$ cat config.mk
export PLATFORM = sky130hd
export DESIGN_NAME = sysa_sched
export DESIGN_NICKNAME = d
export VERILOG_FILES = /design/src/rtl/sysa_sched.sv
export SDC_FILE = /design/constraint.sdc
export NUM_CORES = 1
export LEC_CHECK = 0
export CORE_MARGIN = 4
export CORE_UTILIZATION = 42
export CTS_CLUSTER_DIAMETER = 80
export CTS_CLUSTER_SIZE = 14
export DETAILED_ROUTE_END_ITERATION = 12
export GPL_ROUTABILITY_DRIVEN = 0
export PLACE_DENSITY = 0.78
export SYNTH_ARGS = -nofsm -noshare
export SYNTH_HDL_FRONTEND = slang
export SYNTH_SLANG_ARGS = --single-unit
$ cat constraint.sdc
create_clock -name clk -period 3.5 [get_ports clk]
set_input_delay 0.7 -clock clk [delete_from_list [all_inputs] [get_ports clk]]
set_output_delay 0.7 -clock clk [all_outputs]
set_load 0.01 [all_outputs]
$ cat src/rtl/sysa_sched.sv
// rtl/sysa_sched.sv - sequencer for an NxN weight-stationary systolic array
//
// Loads weight rows into arr_w, skews accepted input vectors onto arr_in,
// gates the array with arr_en and deskews the column sums into one aligned
// result beat with valid/ready backpressure.
//
// Optional feature macro: SYSA_SCHED_PERF_EN adds perf_vec / perf_stall.
//
// Ports:
//   clk, rst                     clock, synchronous active-high reset
//   w_valid/w_ready/w_data       weight row beats, w_data[8c+7:8c] = w[row][c]
//   x_valid/x_ready/x_data/x_last input vectors, lane r feeds array row r
//   res_valid/res_ready/res_data/res_last  aligned column sums (16 bit each)
//   arr_en                       array enable
//   arr_w                        held weights, w[r][c] at [8(Nr+c) +: 8]
//   arr_in                       skewed row inputs
//   arr_out                      array column outputs
//   busy                         high outside IDLE
//   perf_vec, perf_stall         saturating counters (SYSA_SCHED_PERF_EN only)

module sysa_sched #(
    parameter int N = 3
) (
    input  logic                 clk,
    input  logic                 rst,
    input  logic                 w_valid,
    output logic                 w_ready,
    input  logic [8*N-1:0]       w_data,
    input  logic                 x_valid,
    output logic                 x_ready,
    input  logic [8*N-1:0]       x_data,
    input  logic                 x_last,
    output logic                 res_valid,
    input  logic                 res_ready,
    output logic [16*N-1:0]      res_data,
    output logic                 res_last,
    output logic                 arr_en,
    output logic [8*N*N-1:0]     arr_w,
    output logic [8*N-1:0]       arr_in,
    input  logic [16*N-1:0]      arr_out,
`ifdef SYSA_SCHED_PERF_EN
    output logic [31:0]          perf_vec,
    output logic [31:0]          perf_stall,
`endif
    output logic                 busy
);

    typedef enum logic [1:0] {S_IDLE, S_LOAD, S_STREAM, S_DRAIN} state_t;

    localparam int RW = (N > 1) ? $clog2(N) : 1;
    // Tag stages after the entry register so the tag reaches res_valid
    // on the same edge as the last deskewed column.
    localparam int TL = 2 * N - 1;

    state_t          state, state_nxt;
    logic [RW-1:0]   row_cnt;
    logic            stall, w_fire, x_fire, res_fire;

    logic [8*N-1:0]  ent_data;
    logic            ent_v, ent_l;
    logic [TL-1:0]   tag_v, tag_l;
    logic [16*N-1:0] col_al;

    assign stall    = res_valid && !res_ready;
    assign w_fire   = w_valid && w_ready;
    assign x_fire   = x_valid && x_ready;
    assign res_fire = res_valid && res_ready;

    // State register and weight row counter
    always_ff @(posedge clk) begin
        if (rst) begin
            state   <= S_IDLE;
            row_cnt <= '0;
        end else begin
            state <= state_nxt;
            if (w_fire) begin
                row_cnt <= (row_cnt == RW'(N - 1)) ? '0 : row_cnt + 1'b1;
            end
        end
    end

    // Next-state logic
    always_comb begin
        state_nxt = state;
        case (state)
            S_IDLE: begin
                if (w_fire) begin
                    state_nxt = (N == 1) ? S_STREAM : S_LOAD;
                end else if (x_fire) begin
                    state_nxt = x_last ? S_DRAIN : S_STREAM;
                end
            end
            S_LOAD: begin
                if (w_fire && row_cnt == RW'(N - 1)) begin
                    state_nxt = S_STREAM;
                end
            end
            S_STREAM: begin
                if (x_fire && x_last) begin
                    state_nxt = S_DRAIN;
                end
            end
            S_DRAIN: begin
                if (res_fire && res_last) begin
                    state_nxt = S_IDLE;
                end
            end
            default: state_nxt = S_IDLE;
        endcase
    end

    // Outputs decoded from state; a weight beat wins over a vector in IDLE
    always_comb begin
        w_ready = 1'b0;
        x_ready = 1'b0;
        arr_en  = 1'b0;
        busy    = 1'b1;
        case (state)
            S_IDLE: begin
                w_ready = 1'b1;
                x_ready = !w_valid && !stall;
                busy    = 1'b0;
            end
            S_LOAD: begin
                w_ready = 1'b1;
            end
            S_STREAM: begin
                x_ready = !stall;
                arr_en  = !stall;
            end
            S_DRAIN: begin
                arr_en  = !stall;
            end
            default: ;
        endcase
    end

    // Weight rows are written only on beat handshakes and held otherwise
    always_ff @(posedge clk) begin
        if (rst) begin
            arr_w <= '0;
        end else if (w_fire) begin
            arr_w[8*N*int'(row_cnt) +: 8*N] <= w_data;
        end
    end

    // Skew-line entry: accepted vector or zeros, tagged {valid, last}
    always_ff @(posedge clk) begin
        if (rst) begin
            ent_data <= '0;
            ent_v    <= 1'b0;
            ent_l    <= 1'b0;
        end else if (!stall) begin
            ent_data <= x_fire ? x_data : '0;
            ent_v    <= x_fire;
            ent_l    <= x_fire && x_last;
        end
    end

    // Lane r gets r extra delay stages past the entry register
    for (genvar r = 0; r < N; r++) begin : g_lane
        if (r == 0) begin : g_pass
            assign arr_in[7:0] = ent_data[7:0];
        end else begin : g_dly
            logic [7:0] sk [r];
            always_ff @(posedge clk) begin
                if (rst) begin
                    for (int k = 0; k < r; k++) sk[k] <= '0;
                end else if (!stall) begin
                    sk[0] <= ent_data[8*r +: 8];
                    for (int k = 1; k < r; k++) sk[k] <= sk[k-1];
                end
            end
            assign arr_in[8*r +: 8] = sk[r-1];
        end
    end

    // Tag pipeline runs alongside the array + deskew path
    always_ff @(posedge clk) begin
        if (rst) begin
            tag_v <= '0;
            tag_l <= '0;
        end else if (!stall) begin
            tag_v[0] <= ent_v;
            tag_l[0] <= ent_l;
            for (int k = 1; k < TL; k++) begin
                tag_v[k] <= tag_v[k-1];
                tag_l[k] <= tag_l[k-1];
            end
        end
    end

    // Column c emerges c cycles after column 0, so it needs N-1-c stages
    for (genvar c = 0; c < N; c++) begin : g_col
        localparam int D = N - 1 - c;
        if (D == 0) begin : g_direct
            assign col_al[16*c +: 16] = arr_out[16*c +: 16];
        end else begin : g_dly
            logic [15:0] dk [D];
            always_ff @(posedge clk) begin
                if (rst) begin
                    for (int k = 0; k < D; k++) dk[k] <= '0;
                end else if (!stall) begin
                    dk[0] <= arr_out[16*c +: 16];
                    for (int k = 1; k < D; k++) dk[k] <= dk[k-1];
                end
            end
            assign col_al[16*c +: 16] = dk[D-1];
        end
    end

    // Result register; holds while the consumer stalls
    always_ff @(posedge clk) begin
        if (rst) begin
            res_valid <= 1'b0;
            res_last  <= 1'b0;
            res_data  <= '0;
        end else if (!stall) begin
            res_valid <= tag_v[TL-1];
            res_last  <= tag_l[TL-1];
            res_data  <= col_al;
        end
    end

`ifdef SYSA_SCHED_PERF_EN
    always_ff @(posedge clk) begin
        if (rst) begin
            perf_vec   <= '0;
            perf_stall <= '0;
        end else begin
            if (x_fire && perf_vec != '1) perf_vec <= perf_vec + 32'd1;
            if (stall && perf_stall != '1) perf_stall <= perf_stall + 32'd1;
        end
    end
`endif

endmodule

==> results of run 1 <==
==> power by group through the flow <==
stage               Combinational, mW  Clock, mW  Sequential, mW
finish                           1.53       2.09            3.04
global route                     1.67       2.24            3.06
CTS                              1.53       2.15            3.04
detailed placement               1.52          0            3.10
global placement                 1.50          0            3.09
floorplan                       0.947          0            3.13
==> cell usage after synthesis (2+ instances only) <==
cell type | count | area (um^2)
and2_1 | 74 | 463
mux2i_1 | 18 | 180
a22oi_1 | 30 | 225
nand3b_1 | 7 | 52.6
buf_1 | 2 | 7.51
nor2_1 | 49 | 184
mux2_2 | 2 | 22.5
nor3_1 | 8 | 40.0
dfxtp_1 | 162 | 3240
buf_2 | 24 | 120
a31oi_1 | 2 | 12.5
o21ai_0 | 13 | 65.1
buf_4 | 23 | 173
a21oi_1 | 48 | 240
o21ai_1 | 2 | 10.0
edfxtp_1 | 72 | 2160
a22o_1 | 89 | 780
inv_1 | 9 | 33.8
o22ai_1 | 7 | 43.8
nand3_1 | 39 | 195
nand2_1 | 49 | 184
ha_1 | 9 | 113
clkbuf_1 | 27 | 101
nand2b_1 | 3 | 18.8
==> cell usage in the layout (no fill, tap or decap), types with 2 or more instances in the layout <==
cell / synthesis / final
clkdlybuf4s50_1: 0 / 250
clkbuf_8: 0 / 2
nor2_4: 0 / 2
o22ai_1: 7 / 7
inv_1: 9 / 8
nand2_1: 49 / 49
nand3b_1: 7 / 7
buf_4: 23 / 9
a31oi_1: 2 / 2
a21oi_1: 48 / 48
nor2_1: 49 / 47
a22oi_1: 30 / 30
o21ai_0: 13 / 13
mux2i_1: 18 / 18
and2_1: 74 / 74
buf_12: 0 / 3
clkbuf_16: 0 / 21
edfxtp_1: 72 / 72
nor3_1: 8 / 8
a22o_1: 89 / 89
dfxtp_1: 162 / 162
clkbuf_1: 27 / 11
o21ai_1: 2 / 2
mux2_2: 2 / 2
nand2b_1: 3 / 3
ha_1: 9 / 9
nand3_1: 39 / 39
==> routing by layer <==
metal	wire length (um)	share of wire
met3	1850	0.081
met1	9740	0.43
met4	557	0.024
met2	10700	0.47
met5	0	0
==> logic make-up (layout without fill, tap and decap cells) <==
kind of cell,Yosys count,after routing,share of synthesized area
compound gates,199,199,0.166
mux,20,20,0.0228
flops,234,234,0.607
fa+ha+maj,9,9,0.0126
simple gates,240,240,0.142
buf+inv,86,306,0.0502
==> registers in the layout, indices dropped and copies added, names as in the netlist, 2 cells and up <==
signal	cells
arr_w	72
g_col.g_dly.dk	48
res_data	48
ent_data	24
g_lane.g_dly.sk	24
tag_l	5
tag_v	5
row_cnt	2
state	2
==> critical path: stages <==
cell and delay (ns):
clkdlybuf4s50_1 0.53, and2b_1 0.34, nor2_2 0.08, nor2_1 0.11
clkdlybuf4s50_1 0.60
==> how the worst max path moves through the flow <==
stage                                                  endpoint  slack [ns]  depth (start not counted)
after floorplan           g_col[0].g_dly.dk[0][0]$_SDFFCE_PN0P_        0.58                          4
after global placement                                  x_ready        0.43                          5
after detailed placement                                x_ready        0.43                          5
after CTS                                               x_ready        0.42                          5
after global routing                                    x_ready        0.34                          6
final                                                   x_ready        0.45                          5
==> per-stage QoR <==
step / utilization / cells
after floorplan: - / 788
after global placement: 0.558 / 1244
after global routing: 0.587 / 1278
after detailed placement: 0.558 / 1244
after CTS: 0.587 / 1278
final: 0.587 / 1278
==> area by class of cell <==
cell class,count,share of cell area
Clock buffer,34,0.0492
Inverter,9,0.00280
Multi-Input combinational cell,468,0.254
Sequential cell,234,0.448
Tap cell,270,0.0280
Timing Repair Buffer,263,0.218
==> flow_summary.toml, run 1 <==
[power]
powerDensity_mw_per_mm2 = 551
irDropWorstVdd_mv = 0.278
pwr-share-clk = 0.314
p_leak_nw = 4.51
finalPower_mw = 6.65
intPower_mw = 4.79
switching_share = 0.280
pwr-share-seq = 0.457
pwr-share-comb = 0.230
netSwitchingPower_mw = 1.86

[timing]
tns_ns = 0
maxSlewViolCount = 0
hold-worst-slack_ns = 0.450
fmax_ghz = 0.328
rsz0062_at_grt = "false"
fin_ws_ns = 0.449
max-slew-margin-rel = 0.303
fin_crit_sh = 0.872
worstMarginPinSlew_ns = 1.04
setup_viol = 0
hold_violations = 0
skew_ns = 0.0153
min_period_ns = 3.05

[worst_setup_path]
r2r_slack_ns = 0.86
crit_type = "input port to output pin"
critical_path.max_fanout = 6
crit_arrival_ns = 2.35
startpoint = "w_valid"
cp-start-kind = "input port"
r2r-start = "row_cnt[0]$_SDFFE_PP0P_"
reg2regPathDepth = 6
cp.required_ns = 2.80
crit_path_end_kind = "output pin"
timing.rr.end = "arr_w[24]$_SDFFE_PP0P_"

[synthesis]
synth_nets = 899
seq_area_frac_synth = 0.607
async_flop_share = 0
synth_cell_type_count = 44
syn_avg_cell_area_um2 = 11.3
synth-seq-cells = 234
yosys_most_used_dff = "dfxtp_1"
yosysWarnings = 0
synthCells = 788
synth_edf_count = 72
synth_area_mm2 = 0.00890

[floorplan]
core_area_mm2 = 0.0206
dieHeight_um = 154
num_rows = 52
die_w_um = 154
start_util = 0.433
dieArea_mm2 = 0.0236
ios = 252

[placed_design]
hpwl_um = 15800
place_area_mm2 = 0.0115
numPortBuffers = 251
pre_cts_slack_ns = 0.431

[grt]
grtUsageTotal = 0.184
busiest_layer = "met2"
grt_overflow = 0
antenna_found_initial = 0
grt_max_degree = 85
gr-usage-met3 = 0.0551
grt_use_met1 = 0.244
grt_pass1_vias = 6365
grt_use_met2 = 0.295
grt_pass1_wl_um = 35600

[layout]
multiInputGateArea_mm2 = 0.00307
register_area_mm2 = 0.00541
diodes = 0
nets = 1107
nFillCells = 1732
area_growth_syn_to_layout_pct = 35.6
final_area_mm2 = 0.0121
drive_gt1_frac = 0.0516

[clocking]
ctsHoldBuffers = 0
cts.sinks = 234
cts_tree = "done"
clockBufferDepth = 3
cts_root_buf = "clkbuf_16"
numCtsBuffers = 20
post_cts_buffers = 0
cts.repair.resized = 0
cts_max_level = 1
path_clk_slew_ns = 0.06
clk-insertion-delay-late_ns = 0.49

[run]
maxCapViolations = 0

[status]
outcome = "finished, final reports clean"

[routing]
vias = 6617
antenna_left = 0
drt_wl_total_um = 22800
dr.pass1.iters = 5
drt-initial-drc-count = 439
vias_per_cell = 5.18
drc = 0
wl_per_cell_um = 17.9

[hold_path]
min_to = "arr_w[23]$_SDFFE_PP0P_"
hold_path.class = "register to register"
worstHoldPathCells = 2
worstHoldStart = "arr_w[23]$_SDFFE_PP0P_"
Note: power is estimated with default switching activity, not from simulation.
==> run 2: changes to the inputs <==
- CTS_CLUSTER_DIAMETER: 80 -> unset
- clock period: 3.5 -> 3 ns (I/O delays scaled with it)
==> flow_summary.toml, run 2 (same netlist as run 1, synthesis figures left out) <==
[status]
outcome = "finished, final reports clean"

[clocking]
cts_root_buf = "clkbuf_16"
post_cts_buffers = 0
path_clk_slew_ns = 0.06
numCtsBuffers = 25
cts_tree = "done"
cts_max_level = 1
clockBufferDepth = 3
clk-insertion-delay-late_ns = 0.51
cts.sinks = 234

[routing]
wl_per_cell_um = 17.9
dr.pass1.iters = 5
vias_per_cell = 5.20
antenna_left = 0
drc = 0
drt_wl_total_um = 23100
vias = 6710
drt-initial-drc-count = 420

[layout]
postLayoutCoreUtil = 0.596
register_area_mm2 = 0.00541
layout_commonest_cell = "clkdlybuf4s50_1"
drive_gt1_frac = 0.0676
fin_cells = 1291
largest_register_ffs = 72
nets = 1113
layout_common_cells = "250 x clkdlybuf4s50_1, 162 x dfxtp_1, 89 x a22o_1, 74 x and2_1, 72 x edfxtp_1"
nFillCells = 1680
regMostFlops = "arr_w"
multiInputGateArea_mm2 = 0.00307
reg_top3 = "arr_w x72, g_col.g_dly.dk x48, res_data x48"
area_growth_syn_to_layout_pct = 37.6

[worst_setup_path]
r2r_slack_ns = 0.52
cp-start-kind = "register"
crit_path_end_kind = "output pin"
crit_arrival_ns = 2.28
crit_type = "register to output pin"
cp.required_ns = 2.40
critical_path.max_fanout = 8

[floorplan]
dieArea_mm2 = 0.0236
die_w_um = 154
num_rows = 52
core_area_mm2 = 0.0206
start_util = 0.433
ios = 252
dieHeight_um = 154

[grt]
grt_overflow = 0
antenna_found_initial = 1
grt_pass1_wl_um = 35700
grtUsageTotal = 0.186
grt_pass1_vias = 6468
grt_max_degree = 99

[timing]
fin_crit_sh = 0.961
skew_ns = 0.00762
fin_ws_ns = 0.117
fmax_ghz = 0.347
min_period_ns = 2.88
hold_violations = 0
setup_viol = 0
max-slew-margin-rel = 0.365
worstMarginPinSlew_ns = 0.953
maxSlewViolCount = 0

[power]
p_leak_nw = 4.60
finalPower_mw = 8.25
irDropWorstVdd_mv = 0.472
powerDensity_mw_per_mm2 = 673

[run]
maxCapViolations = 0

[placed_design]
hpwl_um = 15600
pre_cts_slack_ns = 0.285
numPortBuffers = 251
place_inst = 1245

[hold_path]
hold_path.class = "register to register"
==> run 2: through the flow <==
step	TNS [ns]	instance area [um^2]	hold WS (ns)
finish	0	12300	0.448
global route	-0.0151	12300	0.466
detailed placement	0	11500	0.441
global placement	0	11500	0.434
floorplan	0	8900	0.425
CTS	0	12200	0.451
==> run 2: cell type report <==
class | count | area share
Antenna cell | 1 | 0.000204
Timing Repair Buffer | 264 | 0.214
Tap cell | 270 | 0.0276
Clock buffer | 35 | 0.0574
Inverter | 9 | 0.00276
Sequential cell | 234 | 0.441
Clock inverter | 10 | 0.00654
Multi-Input combinational cell | 468 | 0.251
==> run 2: critical path, stage by stage (launching register included) <==
cell and delay, ns:
dfxtp_1 0.33, inv_1 0.12, ha_2 0.29, and2b_1 0.25, nor2_2 0.07, nor2_1 0.11
clkdlybuf4s50_1 0.60
==> run 2: layer usage <==
metal,global-route usage,share of wire,vias to the layer above
met5,0,0,-
met4,0.0593,0.029,0
met3,0.0512,0.075,48
met2,0.299,0.47,234
met1,0.244,0.43,3177
li1,-,-,3251
==> run 2: path summary, 6_finish.rpt <==
path | cells after the start | to | startpoint
worst max-delay path | 6 | x_ready | state[0]$_SDFFE_PP0P_
worst min-delay path | 2 | arr_w[2]$_SDFFE_PP0P_ | arr_w[2]$_SDFFE_PP0P_
worst max register to register | 6 | arr_w[54]$_SDFFE_PP0P_ | row_cnt[0]$_SDFFE_PP0P_
worst min register to register | 2 | arr_w[2]$_SDFFE_PP0P_ | arr_w[2]$_SDFFE_PP0P_
==> run 2: power breakdown <==
part	internal (mW)	total, mW	switching [mW]
Combinational	0.808	1.81	0.998
Sequential	3.46	3.55	0.0904
Clock	1.72	2.90	1.18
Total	5.98	8.25	2.27
==> run 2: timing repair <==
| action | in CTS | in global routing |
|---|---|---|
| hold buffers | 0 | 0 |
| gates resized for setup | 0 | 2 |
| setup endpoints to repair | 0 | 4 |
==> edit (flow settings as in run 1) <==
Build with the macro `SYSA_SCHED_PERF_EN` defined.
--- a/src/rtl/sysa_sched.sv
+++ b/src/rtl/sysa_sched.sv
@@ -19,2 +19,4 @@
 //   perf_vec, perf_stall         saturating counters (SYSA_SCHED_PERF_EN only)
+
+`define SYSA_SCHED_PERF_EN
 
Function (old outputs only; new: perf_stall and perf_vec): kept (Yosys induction, for registers that start in step).
==> edit against run 1 <==
Sequential power grew 25%; cell area grew 34%; total power grew 19%; sequential cell count grew 64; global-route usage grew 1.4 points; sequential share of layout area shrank 3.3 points; synthesized area grew 35%; routed wire length grew 43%; worst setup slack gained 0.10 ns; critical path type is now reg2out; largest cell class unchanged.
==> edit: results <==
export IMPL_status="finished clean"
export IMPL_finClkSkew_ns=0.0112
export IMPL_nFillCells=2416
export IMPL_holdPathEnd="res_data[3]"
export IMPL_inv_count=11
export IMPL_multi_input_comb_cells=872
export IMPL_vdd_ir_drop_worst_mv=0.356
export IMPL_synthTopCellsByArea="dfxtp_1 (38%), edfxtp_1 (18%), nand2_1 (5.9%), nor2_1 (4.7%), a21oi_1 (4.1%)"
export IMPL_synth_area_mux_share_pct=0.749
export IMPL_diodes=2
export IMPL_vias_per_cell=5.28
export IMPL_rows=61
export IMPL_seq_area_share_pct=41.5
export IMPL_seq_area_frac_synth_pct=55.6
export IMPL_syn_nets=1390
export IMPL_synth_compound_area_share_pct=13.4
export IMPL_drive_above_1_share_pct=4.57
export IMPL_yosys_top_cells_count="dfxtp_1 (226), nand2_1 (189), nor2_1 (150)"
export IMPL_holdWs_ns=0.449
export IMPL_relSlewSlack_pct=42.1
export IMPL_buffer_area_share_pct=20.7
export IMPL_synthAdderAreaFrac_pct=1.14
export IMPL_grt_pass1_vias=9746
export IMPL_final_nets=1658
export IMPL_grt_max_degree=82
export IMPL_nonClockBufferCount=337
export IMPL_p_leak_uw=0.00573
export IMPL_port_buffers=315
export IMPL_dpl_cell_area_um2=15400
export IMPL_rrSetupSlack_ns=0.66
export IMPL_r2r_end="arr_w[18]"
export IMPL_nClkBuffers=35
export IMPL_place_hpwl_um=23000
==> edit: routing by layer <==
layer / global-route usage (%) / part of all wire [%] / wire, µm / up-vias
met5: 0 / 0 / 0 / -
met1: 25.4 / 41 / 13300 / 4813
met2: 32.6 / 47 / 15500 / 388
li1: - / - / - / 4953
met3: 5.02 / 8.1 / 2650 / 70
met4: 7.00 / 3.6 / 1180 / 0
==> edit: how the worst max path moves through the flow <==
stage / startpoint / to / slack, ns
after global placement: w_valid / perf_vec[30] / 0.53
after global routing: row_cnt[0] / arr_w[23] / 0.29
after CTS: state[0] / x_ready / 0.53
final: state[0] / x_ready / 0.55
after detailed placement: w_valid / perf_vec[30] / 0.44
after floorplan: res_ready / g_col[0].g_dly.dk[0][0] / 0.33
==> edit: power breakdown <==
| group | internal, µW | total (µW) | leakage (µW) | switching (µW) |
|---|---|---|---|---|
| Clock | 1310 | 2500 | 0.000330 | 1190 |
| Sequential | 3700 | 3800 | 0.00269 | 96.9 |
| Combinational | 702 | 1610 | 0.00271 | 906 |
